File: src/rtl/meta_update_queue.sv
// meta_update_queue
//
// In-order tracking queue for predicted conditional branches. Fetch allocates
// one entry per predicted branch, recording the meta predictor table index and
// the taken guesses of the global and local component predictors. Execute
// resolves branches oldest-first. Each successful resolve produces exactly one
// registered update strobe toward the meta predictor table, so the table sees
// one write per branch.
//
// Parameters:
//   DEPTH  number of in-flight branch entries (power of two, >= 2)
//   IDX_W  width of the meta predictor table index
//
// Ports:
//   clk                 clock
//   rst                 asynchronous active-high reset
//   alloc_valid         fetch requests an entry this cycle
//   alloc_idx           meta table index for the new branch
//   alloc_global_pred   global predictor's taken guess
//   alloc_local_pred    local predictor's taken guess
//   alloc_ready         queue can accept an allocation (0 while rst is high)
//   resolve_valid       oldest in-flight branch resolves this cycle
//   resolve_taken       actual direction of the resolving branch
//   flush               discard all unresolved entries (redirect)
//   upd_write           one-cycle write strobe to the meta table
//   upd_idx             table index to update (holds when upd_write=0)
//   upd_global_outcome  1 = global guess matched the actual direction
//   upd_local_outcome   1 = local guess matched the actual direction
//   count               current occupancy
//   resolve_err         one-cycle pulse: resolve seen while the queue was empty

module meta_update_queue #(
  parameter int DEPTH = 8,
  parameter int IDX_W = 10,
  localparam int CNT_W = $clog2(DEPTH + 1),
  localparam int PTR_W = $clog2(DEPTH)
) (
  input  logic             clk,
  input  logic             rst,
  input  logic             alloc_valid,
  input  logic [IDX_W-1:0] alloc_idx,
  input  logic             alloc_global_pred,
  input  logic             alloc_local_pred,
  output logic             alloc_ready,
  input  logic             resolve_valid,
  input  logic             resolve_taken,
  input  logic             flush,
  output logic             upd_write,
  output logic [IDX_W-1:0] upd_idx,
  output logic             upd_global_outcome,
  output logic             upd_local_outcome,
  output logic [CNT_W-1:0] count,
  output logic             resolve_err
);

  // Entry storage. Not reset: head/tail/count define which slots are live.
  logic [IDX_W-1:0] idx_mem   [DEPTH];
  logic             gpred_mem [DEPTH];
  logic             lpred_mem [DEPTH];

  logic [PTR_W-1:0] head_reg, head_next;
  logic [PTR_W-1:0] tail_reg, tail_next;
  logic [CNT_W-1:0] count_reg, count_next;

  logic             upd_write_reg, upd_write_next;
  logic [IDX_W-1:0] upd_idx_reg, upd_idx_next;
  logic             upd_global_reg, upd_global_next;
  logic             upd_local_reg, upd_local_next;
  logic             resolve_err_reg, resolve_err_next;

  logic is_empty;
  logic is_full;
  logic push;
  logic pop;

  logic [IDX_W-1:0] head_idx;
  logic             head_gpred;
  logic             head_lpred;

  assign is_empty = (count_reg == '0);
  assign is_full  = (count_reg == CNT_W'(DEPTH));

  // Readiness looks only at the registered occupancy; a resolve in the same
  // cycle does not free a slot for an allocation until the next cycle.
  assign alloc_ready = !is_full && !rst;

  // A flushed cycle never accepts a new entry; the resolve still pops first.
  assign push = alloc_valid && alloc_ready && !flush;
  assign pop  = resolve_valid && !is_empty;

  assign head_idx   = idx_mem[head_reg];
  assign head_gpred = gpred_mem[head_reg];
  assign head_lpred = lpred_mem[head_reg];

  always_ff @(posedge clk) begin
    if (push) begin
      idx_mem[tail_reg]   <= alloc_idx;
      gpred_mem[tail_reg] <= alloc_global_pred;
      lpred_mem[tail_reg] <= alloc_local_pred;
    end
  end

  // Pointer and occupancy update. Pointers wrap naturally because DEPTH is a
  // power of two.
  always_comb begin
    head_next  = head_reg;
    tail_next  = tail_reg;
    count_next = count_reg;
    if (flush) begin
      head_next  = '0;
      tail_next  = '0;
      count_next = '0;
    end else begin
      if (pop) begin
        head_next = head_reg + PTR_W'(1);
      end
      if (push) begin
        tail_next = tail_reg + PTR_W'(1);
      end
      count_next = count_reg + CNT_W'(push) - CNT_W'(pop);
    end
  end

  // Update strobe generation. Payload holds its last value between strobes.
  always_comb begin
    upd_write_next   = pop;
    upd_idx_next     = upd_idx_reg;
    upd_global_next  = upd_global_reg;
    upd_local_next   = upd_local_reg;
    resolve_err_next = resolve_valid && is_empty;
    if (pop) begin
      upd_idx_next    = head_idx;
      upd_global_next = (head_gpred == resolve_taken);
      upd_local_next  = (head_lpred == resolve_taken);
    end
  end

  always_ff @(posedge clk or posedge rst) begin
    if (rst) begin
      head_reg        <= '0;
      tail_reg        <= '0;
      count_reg       <= '0;
      upd_write_reg   <= 1'b0;
      upd_idx_reg     <= '0;
      upd_global_reg  <= 1'b0;
      upd_local_reg   <= 1'b0;
      resolve_err_reg <= 1'b0;
    end else begin
      head_reg        <= head_next;
      tail_reg        <= tail_next;
      count_reg       <= count_next;
      upd_write_reg   <= upd_write_next;
      upd_idx_reg     <= upd_idx_next;
      upd_global_reg  <= upd_global_next;
      upd_local_reg   <= upd_local_next;
      resolve_err_reg <= resolve_err_next;
    end
  end

  assign count              = count_reg;
  assign upd_write          = upd_write_reg;
  assign upd_idx            = upd_idx_reg;
  assign upd_global_outcome = upd_global_reg;
  assign upd_local_outcome  = upd_local_reg;
  assign resolve_err        = resolve_err_reg;

endmodule

File: config.mk
export PLATFORM = sky130hd
export DESIGN_NAME = meta_update_queue
export DESIGN_NICKNAME = d
export VERILOG_FILES = /design/src/rtl/meta_update_queue.sv
export SDC_FILE = /design/constraint.sdc
export NUM_CORES = 1
export LEC_CHECK = 0
export BUFFER_PORTS_ARGS = -buffer_cell sky130_fd_sc_hd__clkbuf_2
export CELL_PAD_IN_SITES_DETAIL_PLACEMENT = 0
export CELL_PAD_IN_SITES_GLOBAL_PLACEMENT = 1
export CORE_ASPECT_RATIO = 0.8
export CORE_MARGIN = 3
export CORE_UTILIZATION = 40
export CTS_CLUSTER_DIAMETER = 60
export DETAILED_ROUTE_END_ITERATION = 10
export GPL_TIMING_DRIVEN = 0
export PLACE_DENSITY_LB_ADDON = 0.1
export SLEW_MARGIN = 20
export SYNTH_ARGS = -nofsm -noshare
export SYNTH_HDL_FRONTEND = slang
export SYNTH_SLANG_ARGS = --single-unit
export TNS_END_PERCENT = 5
File: constraint.sdc
create_clock -name clk -period 4.5 [get_ports clk]
set_clock_uncertainty 0.05 [all_clocks]
set_input_delay 0.225 -clock clk [delete_from_list [all_inputs] [get_ports clk]]
set_output_delay 0.225 -clock clk [all_outputs]
set_load 0.05 [all_outputs]
=== Word level (Yosys, flattened, before mapping) ===
Memories as Yosys holds them, arrays and structs flattened. A register that Yosys moved wholly into a read port is not among the register bits.
Index checks and enable logic that the tools add are counted.
Widths: inputs -> output; s select.

* Bits in registers: 14
* Memory bits (writable): 96
* Input port bits: 18
* Memories kept: 3

* $add $sub $neg: 4
* Equal/unequal tests: 3
* Multiplexer cells: 7
* Reduce and logical (&&, ||, !) cells: 12

{| class="wikitable"
|+ Memories
! memory !! depth !! width !! read ports !! clocked after Yosys merged registers in !! write ports !! RTL line !! text
|-
| idx_mem || 8 || 10 || 1 || 1 || 1 || 57 || <nowiki>logic [IDX_W-1:0] idx_mem [DEPTH];</nowiki>
|-
| gpred_mem || 8 || 1 || 1 || 0 || 1 || 58 || <nowiki>logic gpred_mem [DEPTH];</nowiki>
|-
| lpred_mem || 8 || 1 || 1 || 0 || 1 || 59 || <nowiki>logic lpred_mem [DEPTH];</nowiki>
|}

{| class="wikitable"
|+ Operator list
! cell !! count
|-
| $mux 3 || 4
|-
| $add 3x1->3 const B || 2
|-
| $logic_and 1x1->1 || 5
|-
| $add 4x1->4 || 1
|-
| $eq 4x4->1 const B || 1
|-
| $logic_not 1->1 || 4
|-
| $logic_not 4->1 || 1
|-
| $mux 4 || 1
|-
| $reduce_bool 2->1 || 2
|-
| $sub 4x1->4 || 1
|-
| $eq 1x1->1 || 2
|-
| $mux 1 || 2
|}

=== Depth between registers and ports, before layout ===
Gate-level depths: netlist of the first run.

* Depth after elaboration: 8
* Depth in mapped cells: 13
* Gate-level depth less buffers: 12

=== Worst setup path after synthesis of the first run ===
Ideal clock, no wire load.

* Path kind: register to register
* From: register count_reg[2] (netlist: count[2])
* To: register count_reg[2] (netlist: count[2])
* Setup time: 0.131 ns
* Arrival time: 2.790 ns
* Required time: 4.319 ns
* Slack: 1.529 ns
* Stages on the path, launching flop included: 13
* Period minus slack after synthesis: 2.971 ns
* Cells stage by stage: dfrtp_1 > inv_1 > ha_1 > or3b_2 > nand2_2 > buf_2 > inv_1 > ha_1 > inv_1 > ha_1 > fa_1 > xnor2_1 > nor2_1

* Elaborated cells between the ends (all ways): 11
* Those cells by class: add/sub: 2; eq/ne: 1; mux: 1; reduce/logical: 7

{| class="wikitable"
|+ RTL lines
! what !! RTL line !! text
|-
| start, declared || 63 || <nowiki>logic [CNT_W-1:0] count_reg, count_next;</nowiki>
|-
| start signal, assigned || 151 || <nowiki>count_reg <= count_next;</nowiki>
|-
| $logic_not 4->1 || 80 || <nowiki>assign is_empty = (count_reg == '0);</nowiki>
|-
| $logic_not 1->1 || 89 || <nowiki>assign pop = resolve_valid && !is_empty;</nowiki>
|-
| $logic_and 1x1->1 || 89 ||
|-
| named net pop || 74 || <nowiki>logic pop;</nowiki>
|-
| $sub 4x1->4 || 120 || <nowiki>count_next = count_reg + CNT_W'(push) - CNT_W'(pop);</nowiki>
|-
| $mux 4 || 109 || <nowiki>if (flush) begin</nowiki>
|-
| named net count_next[2] || 63 ||
|}

The timed path passes the listed nets, and every way through them passes these cells.
A chain may end at the register's enable or synchronous reset.

=== Final worst setup path of the first run ===
Same ends and word-level chain as after synthesis.

==> results of run 1 <==
Yosys cell counts (2+ instances only):
library cell	count
buf_2	5
xnor2_1	5
o21ai_0	10
a21oi_1	4
o21ai_1	2
buf_4	2
clkbuf_1	3
xor2_1	2
nor2b_1	2
inv_1	8
mux4_2	24
nand2_1	14
nor2_1	13
nand3_1	2
nand2b_1	3
edfxtp_1	96
ha_1	8
dfrtp_1	24
mux2i_1	13
nand3b_1	2
worst max-delay path: cells and delay by family (launching register included):
family                     cells  cell delay, ns
and+or+nand+nor                3            0.73
adders and majority gates      4            1.05
buffers and inverters          4            0.48
xor gates and xnor gates       1            0.17
DFF                            1            0.37
cell type report:
| type | count | area, sq um |
|---|---|---|
| clock inverters | 2 | 10.0 |
| multi-input cells | 114 | 1200 |
| repair buffers | 38 | 201 |
| flip-flops and latches | 120 | 3480 |
| plain buffers | 11 | 62.6 |
| inverters | 8 | 30.0 |
| clock buffers | 30 | 536 |
| well taps | 144 | 180 |
| fillers | 956 | 5530 |
what timing repair did:
action / in CTS / in global routing
hold endpoints to repair: 1 / 0
setup buffers: 0 / 0
hold buffers: 1 / 0
setup endpoints to repair: 0 / 0
per-layer routing:
metal,up-vias,track usage,part of all wire
li1,1092,-,-
met3,8,0.0380,0.065
met2,69,0.210,0.43
met1,1162,0.228,0.49
met5,-,0,0
met4,0,0.0587,0.010
worst max path at each step:
stage                  start       endpoint  slack (ns)
CTS                 count[2]       count[2]        1.48
global placement    count[2]  idx_mem[1][8]        1.01
floorplan           count[2]       count[2]        1.53
global route        count[2]       count[2]        1.31
finish              count[2]       count[2]        1.54
detailed placement  count[2]       count[2]        1.49
power by group:
group | leakage (nW) | internal (W) | total (W) | switching (W)
registers | 1.17 | 0.00130 | 0.00135 | 0.0000515
logic | 0.596 | 0.000347 | 0.000969 | 0.000622
clock network | 0.268 | 0.000794 | 0.00123 | 0.000435
logic make-up (layout without fill, tap and decap cells):
| family | Yosys count | count (layout) |
|---|---|---|
| AND/OR/NAND/NOR | 42 | 42 |
| adder cells (fa/ha/maj) | 9 | 9 |
| XOR/XNOR | 7 | 7 |
| multiplexers | 37 | 37 |
| AO/OA/AOI/OAI | 19 | 19 |
| buffers and inverters | 19 | 89 |
| flip-flops | 120 | 120 |
metrics by stage:
step | hold slack (ns) | total power (W) | cells
after floorplan | 0.190 | 0.00212 | 253
after global placement | 0.377 | 0.00234 | 433
after detailed placement | 0.383 | 0.00236 | 434
after CTS | 0.0386 | 0.00359 | 467
after global routing | 0.0645 | 0.00374 | 467
final | 0.00998 | 0.00355 | 467
==> flow_metrics.tcl, run 1 <==
set metrics [dict create \
    final_common_cell "edfxtp_1" \
    status "complete, no violations" \
    hold_class "primary input to asynchronous set/reset pin" \
    final_util 0.508 \
    crit_path_cell_trace "inv_1 > ha_1 > or3b_2 > nand2_2 > buf_2 > inv_1 > ha_1 > inv_1 > ha_1 > fa_1 > xnor2_1 > nor2_1" \
    hpwl_mm 5.88 \
    track_usage 0.151 \
    placed_area_sq_mm 0.00515 \
    final_cell_mix "edfxtp_1, clkbuf_2, mux4_2, dfrtp_1, clkbuf_16" \
    drtAntennaViolNets 0 \
    period_minus_slack_ns 2.96 \
    dieWidth_um 128 \
    ys_seq_area_frac 0.734 \
    powerDensity_mw_per_mm2 622 \
    setup-violations-final 0 \
    cts.path.max_buffers 2 \
    synth-seq-cells 120 \
    yosysWarningCount 0 \
    cts.sinks 120 \
    p_leak_nw 2.04 \
    synth_cell_types 31 \
    synth_top_family_by_area "multiplexers" \
    synth_edf_count 96 \
    cp_slowest_cell "or3b_2" \
    row_count 34 \
    synth_area_leaders "edfxtp_1, dfrtp_1, mux4_2, mux2i_1, ha_1" \
    area_growth_pct 20.1 \
    final_area_sq_mm 0.00570 \
    die_h_um 103 \
    initial_core_util 0.423 \
    routedWlPerCell_um 19.4 \
    synth_area_sq_mm 0.00475 \
    crit_arrival_ns 3.18 \
    synthXorXnorAreaFrac 0.0129 \
    place.gp.congestion 0.723 \
    synth_top_area_cell "edfxtp_1" \
    portBuffers 36 \
    fmax_mhz 337 \
    grt_max_degree 25 \
    r2r-start "count[2]" \
    drt_iter0_markers 162 \
    fin_crit_sh 0.659 \
    cp.required_ns 4.72 \
    syn-num-nets 280 \
    grt_pass1_vias 2417 \
    boundaryPins 37 \
    vias 2331 \
    setup_slack_ns 1.54 \
    reg2regPathDepth 12 \
    synth-simple-area-share 0.0427 \
    routed_wirelength_mm 9.06 \
    synthCells 253 \
    synthAdderAreaFrac 0.0253 \
    synth_top_area_share 0.607 \
    finalNetCount 337 \
    core_area_sq_mm 0.0112 \
    async_flop_share 0.200 \
    crit_fanout 10 \
    start_kind "flop" \
    cts_buffers 17 \
    clk_pin_slew_ns 0.05 \
    cts_max_level 4 \
    synth_compound_area_frac 0.0248 \
    drc 0 \
    crit_type "flop to flop" \
    cts_resized 0 \
    r2r_end "count[2]" \
    vdd_drop_max_v 0.000297 \
    cp-end-kind "flop" \
    tightest_slew_ns 0.925 \
    dieArea_sq_mm 0.0132 \
    dpl_worst_slack_ns 1.49 \
    cts_tree "done" \
    slowest_delay_ns 0.49 \
    relSlewSlack 0.382 \
    synth_ff_type "edfxtp_1" \
    dr.pass1.iters 4 \
    rsz0062_at_grt "false" \
    viasPerCell 4.99 \
    drv_slew 0 \
    hold_viol 0 \
    cap_violations 0 \
    grt_pass1_wl_mm 14.1 \
    layout-drive-gt1-share 0.325 \
    setup-tns-final_ns 0 \
    clk_latency_ns 0.40 \
    ff2ff_setup_slack_ns 1.54 \
    clockRootBuffer "clkbuf_16" \
    overflow 0 \
    synthMuxAreaShare 0.141 \
    diodes 0 \
    antenna_found_initial 0 \
    largest_reg_flops 80 \
    synth_area_per_cell_sq_um 18.8 \
]
Note: power is estimated with default switching activity, not from simulation.
==> inputs of run 2 (changes only) <==
==> constraint.sdc (replaced) <==
create_clock -name clk -period 2.5 [get_ports clk]
set_clock_uncertainty 0.05 [all_clocks]
set_input_delay 0.125 -clock clk [delete_from_list [all_inputs] [get_ports clk]]
set_output_delay 0.125 -clock clk [all_outputs]
set_load 0.05 [all_outputs]
==> run 2 against run 1 <==
  * The flow now finishes with violations (setup timing)
  * Worst hold slack gained 0.016 ns
  * Worst setup slack lost 1.5 ns
  * Sequential share of layout area shrank 3.6 points
  * Via count grew 3.6%
  * Final cell count grew 3.4%
  * Count of clock-buffer cells in the layout shrank 11
  * Maximum frequency grew 18%
==> flow_metrics.tcl, run 2 (synthesis results as in run 1) <==
set metrics [dict create \
    status "finished, violations left" \
    violations "setup timing" \
    drtAntennaViolNets 0 \
    diodes 0 \
    hpwl_mm 5.92 \
    p_seq_frac 0.358 \
    boundaryPins 37 \
    final_cell_mix "edfxtp_1, clkbuf_2, mux4_2" \
    crit_type "flop to flop" \
    cap_violations 0 \
    cp.required_ns 2.79 \
    crit_path_cell_trace "inv_4 > ha_4 > or3b_4 > nand2_8 > buf_8 > inv_4 > ha_4 > inv_2 > ha_4 > fa_2 > nor2b_4" \
    fillers 914 \
    period_minus_slack_ns 2.50 \
    final_util 0.540 \
    cp-end-kind "flop" \
    crit_buf_inv 4 \
    cp_top_family "adder cells" \
    setup_slack_ns -0.00210 \
    fmax_mhz 400 \
    cts_buffers 17 \
    routedWlPerCell_um 19.6 \
    crit_fanout 10 \
    cts_tree "done" \
    clockRootBuffer "clkbuf_16" \
    internal_power_w 0.00468 \
    initial_core_util 0.423 \
    p_comb_frac 0.281 \
    fin_crit_sh 1.00 \
    viasPerCell 5.00 \
    cts_max_level 4 \
    largest_reg_flops 80 \
    finalNetCount 353 \
    clk_latency_ns 0.41 \
    grt_max_degree 25 \
    die_h_um 103 \
    dieArea_sq_mm 0.0132 \
    hold_class "primary input to flop" \
    start_kind "flop" \
    drv_slew 0 \
    p_leak_nw 2.13 \
    antenna_found_initial 0 \
    track_usage 0.158 \
    dr.pass1.iters 4 \
    grt_pass1_wl_mm 14.6 \
    power_w 0.00683 \
    clk_pin_slew_ns 0.06 \
    drc 0 \
    powerDensity_mw_per_mm2 1130 \
    cpMostUsedCell "ha_4" \
    grt_pass1_vias 2392 \
    final_common_cell "edfxtp_1" \
    vdd_drop_max_v 0.000617 \
    switching_share 0.314 \
    slowest_delay_ns 0.51 \
    p_clk_frac 0.360 \
    routed_wirelength_mm 9.47 \
    tightest_slew_ns 0.910 \
    area_growth_pct 27.7 \
    cts.path.max_buffers 2 \
    drt_iter0_markers 129 \
    switching_power_w 0.00215 \
    place.gp.congestion 0.696 \
    layout-drive-gt1-share 0.386 \
    cts.sinks 120 \
    vias 2416 \
    rsz0062_at_grt "true" \
    hold_viol 0 \
    setup-violations-final 1 \
    overflow 0 \
    portBuffers 36 \
    dieWidth_um 128 \
    relSlewSlack 0.390 \
    core_area_sq_mm 0.0112 \
    row_count 34 \
    crit_arrival_ns 2.79 \
    cp_slowest_cell "fa_2" \
]
run 2: power by group through the flow:
stage,Clock [W],Sequential (W),Combinational [W]
floorplan,0,0.00293,0.000962
global placement,0,0.00248,0.00184
detailed placement,0,0.00248,0.00186
CTS,0.00251,0.00244,0.00191
global route,0.00262,0.00247,0.00207
finish,0.00246,0.00245,0.00192
run 2: tightest hold or removal path, cell delays in order:
cell,delay [ns]
clkbuf_2,0.15
nand2_8,0.10
o21ai_1,0.06
run 2: what timing repair did:
item,CTS,global route
hold buffers,14,0
gates resized for setup,7,5
setup endpoints to repair,87,39
pin swaps,4,4
buffers inserted,2,1
hold endpoints to repair,121,0
run 2: per-layer routing:
| layer | track usage | wire length [um] |
|---|---|---|
| met4 | 0.0538 | 99 |
| met3 | 0.0508 | 591 |
| met1 | 0.232 | 4630 |
| met5 | 0 | 0 |
| met2 | 0.225 | 4150 |
run 2: area by class of cell:
cell class	instances	area, sq um	area share
Buffer	11	72.6	0.0120
Clock buffer	19	453	0.0747
Clock inverter	13	153	0.0252
Inverter	8	35.0	0.00578
Multi-Input combinational cell	114	1300	0.215
Sequential cell	120	3490	0.575
Tap cell	144	180	0.0297
Timing Repair Buffer	54	379	0.0625
run 2: final timing paths:
kind / from / endpoint / slack, ns / depth (start not counted)
worst max-delay path: count[2] / count[1] / -0.002 / 11
worst min-delay path: resolve_valid / upd_global_outcome / 0.03 / 3
worst max register to register: count[2] / count[1] / -0.002 / 11
worst min register to register: upd_idx[9] / upd_idx[9] / 0.43 / 2
max in group asynchronous: rst / count[3] / 1.60 / 3
min in group asynchronous: rst / count[2] / 0.34 / 3
run 2: per-stage QoR:
| step | std cells | setup TNS [ns] | instance area [sq um] | hold slack, ns | worst slack [ns] |
|---|---|---|---|---|---|
| detailed placement | 434 | -15.49 | 5210 | 0.285 | -0.288 |
| finish | 483 | -0.00210 | 6060 | 0.0257 | -0.00210 |
| global placement | 433 | -45.57 | 5170 | 0.281 | -0.608 |
| floorplan | 253 | -7.21 | 4810 | 0.0894 | -0.164 |
| CTS | 482 | -1.50 | 6030 | 0.0221 | -0.110 |
| global route | 483 | -3.85 | 6060 | 0.0176 | -0.128 |
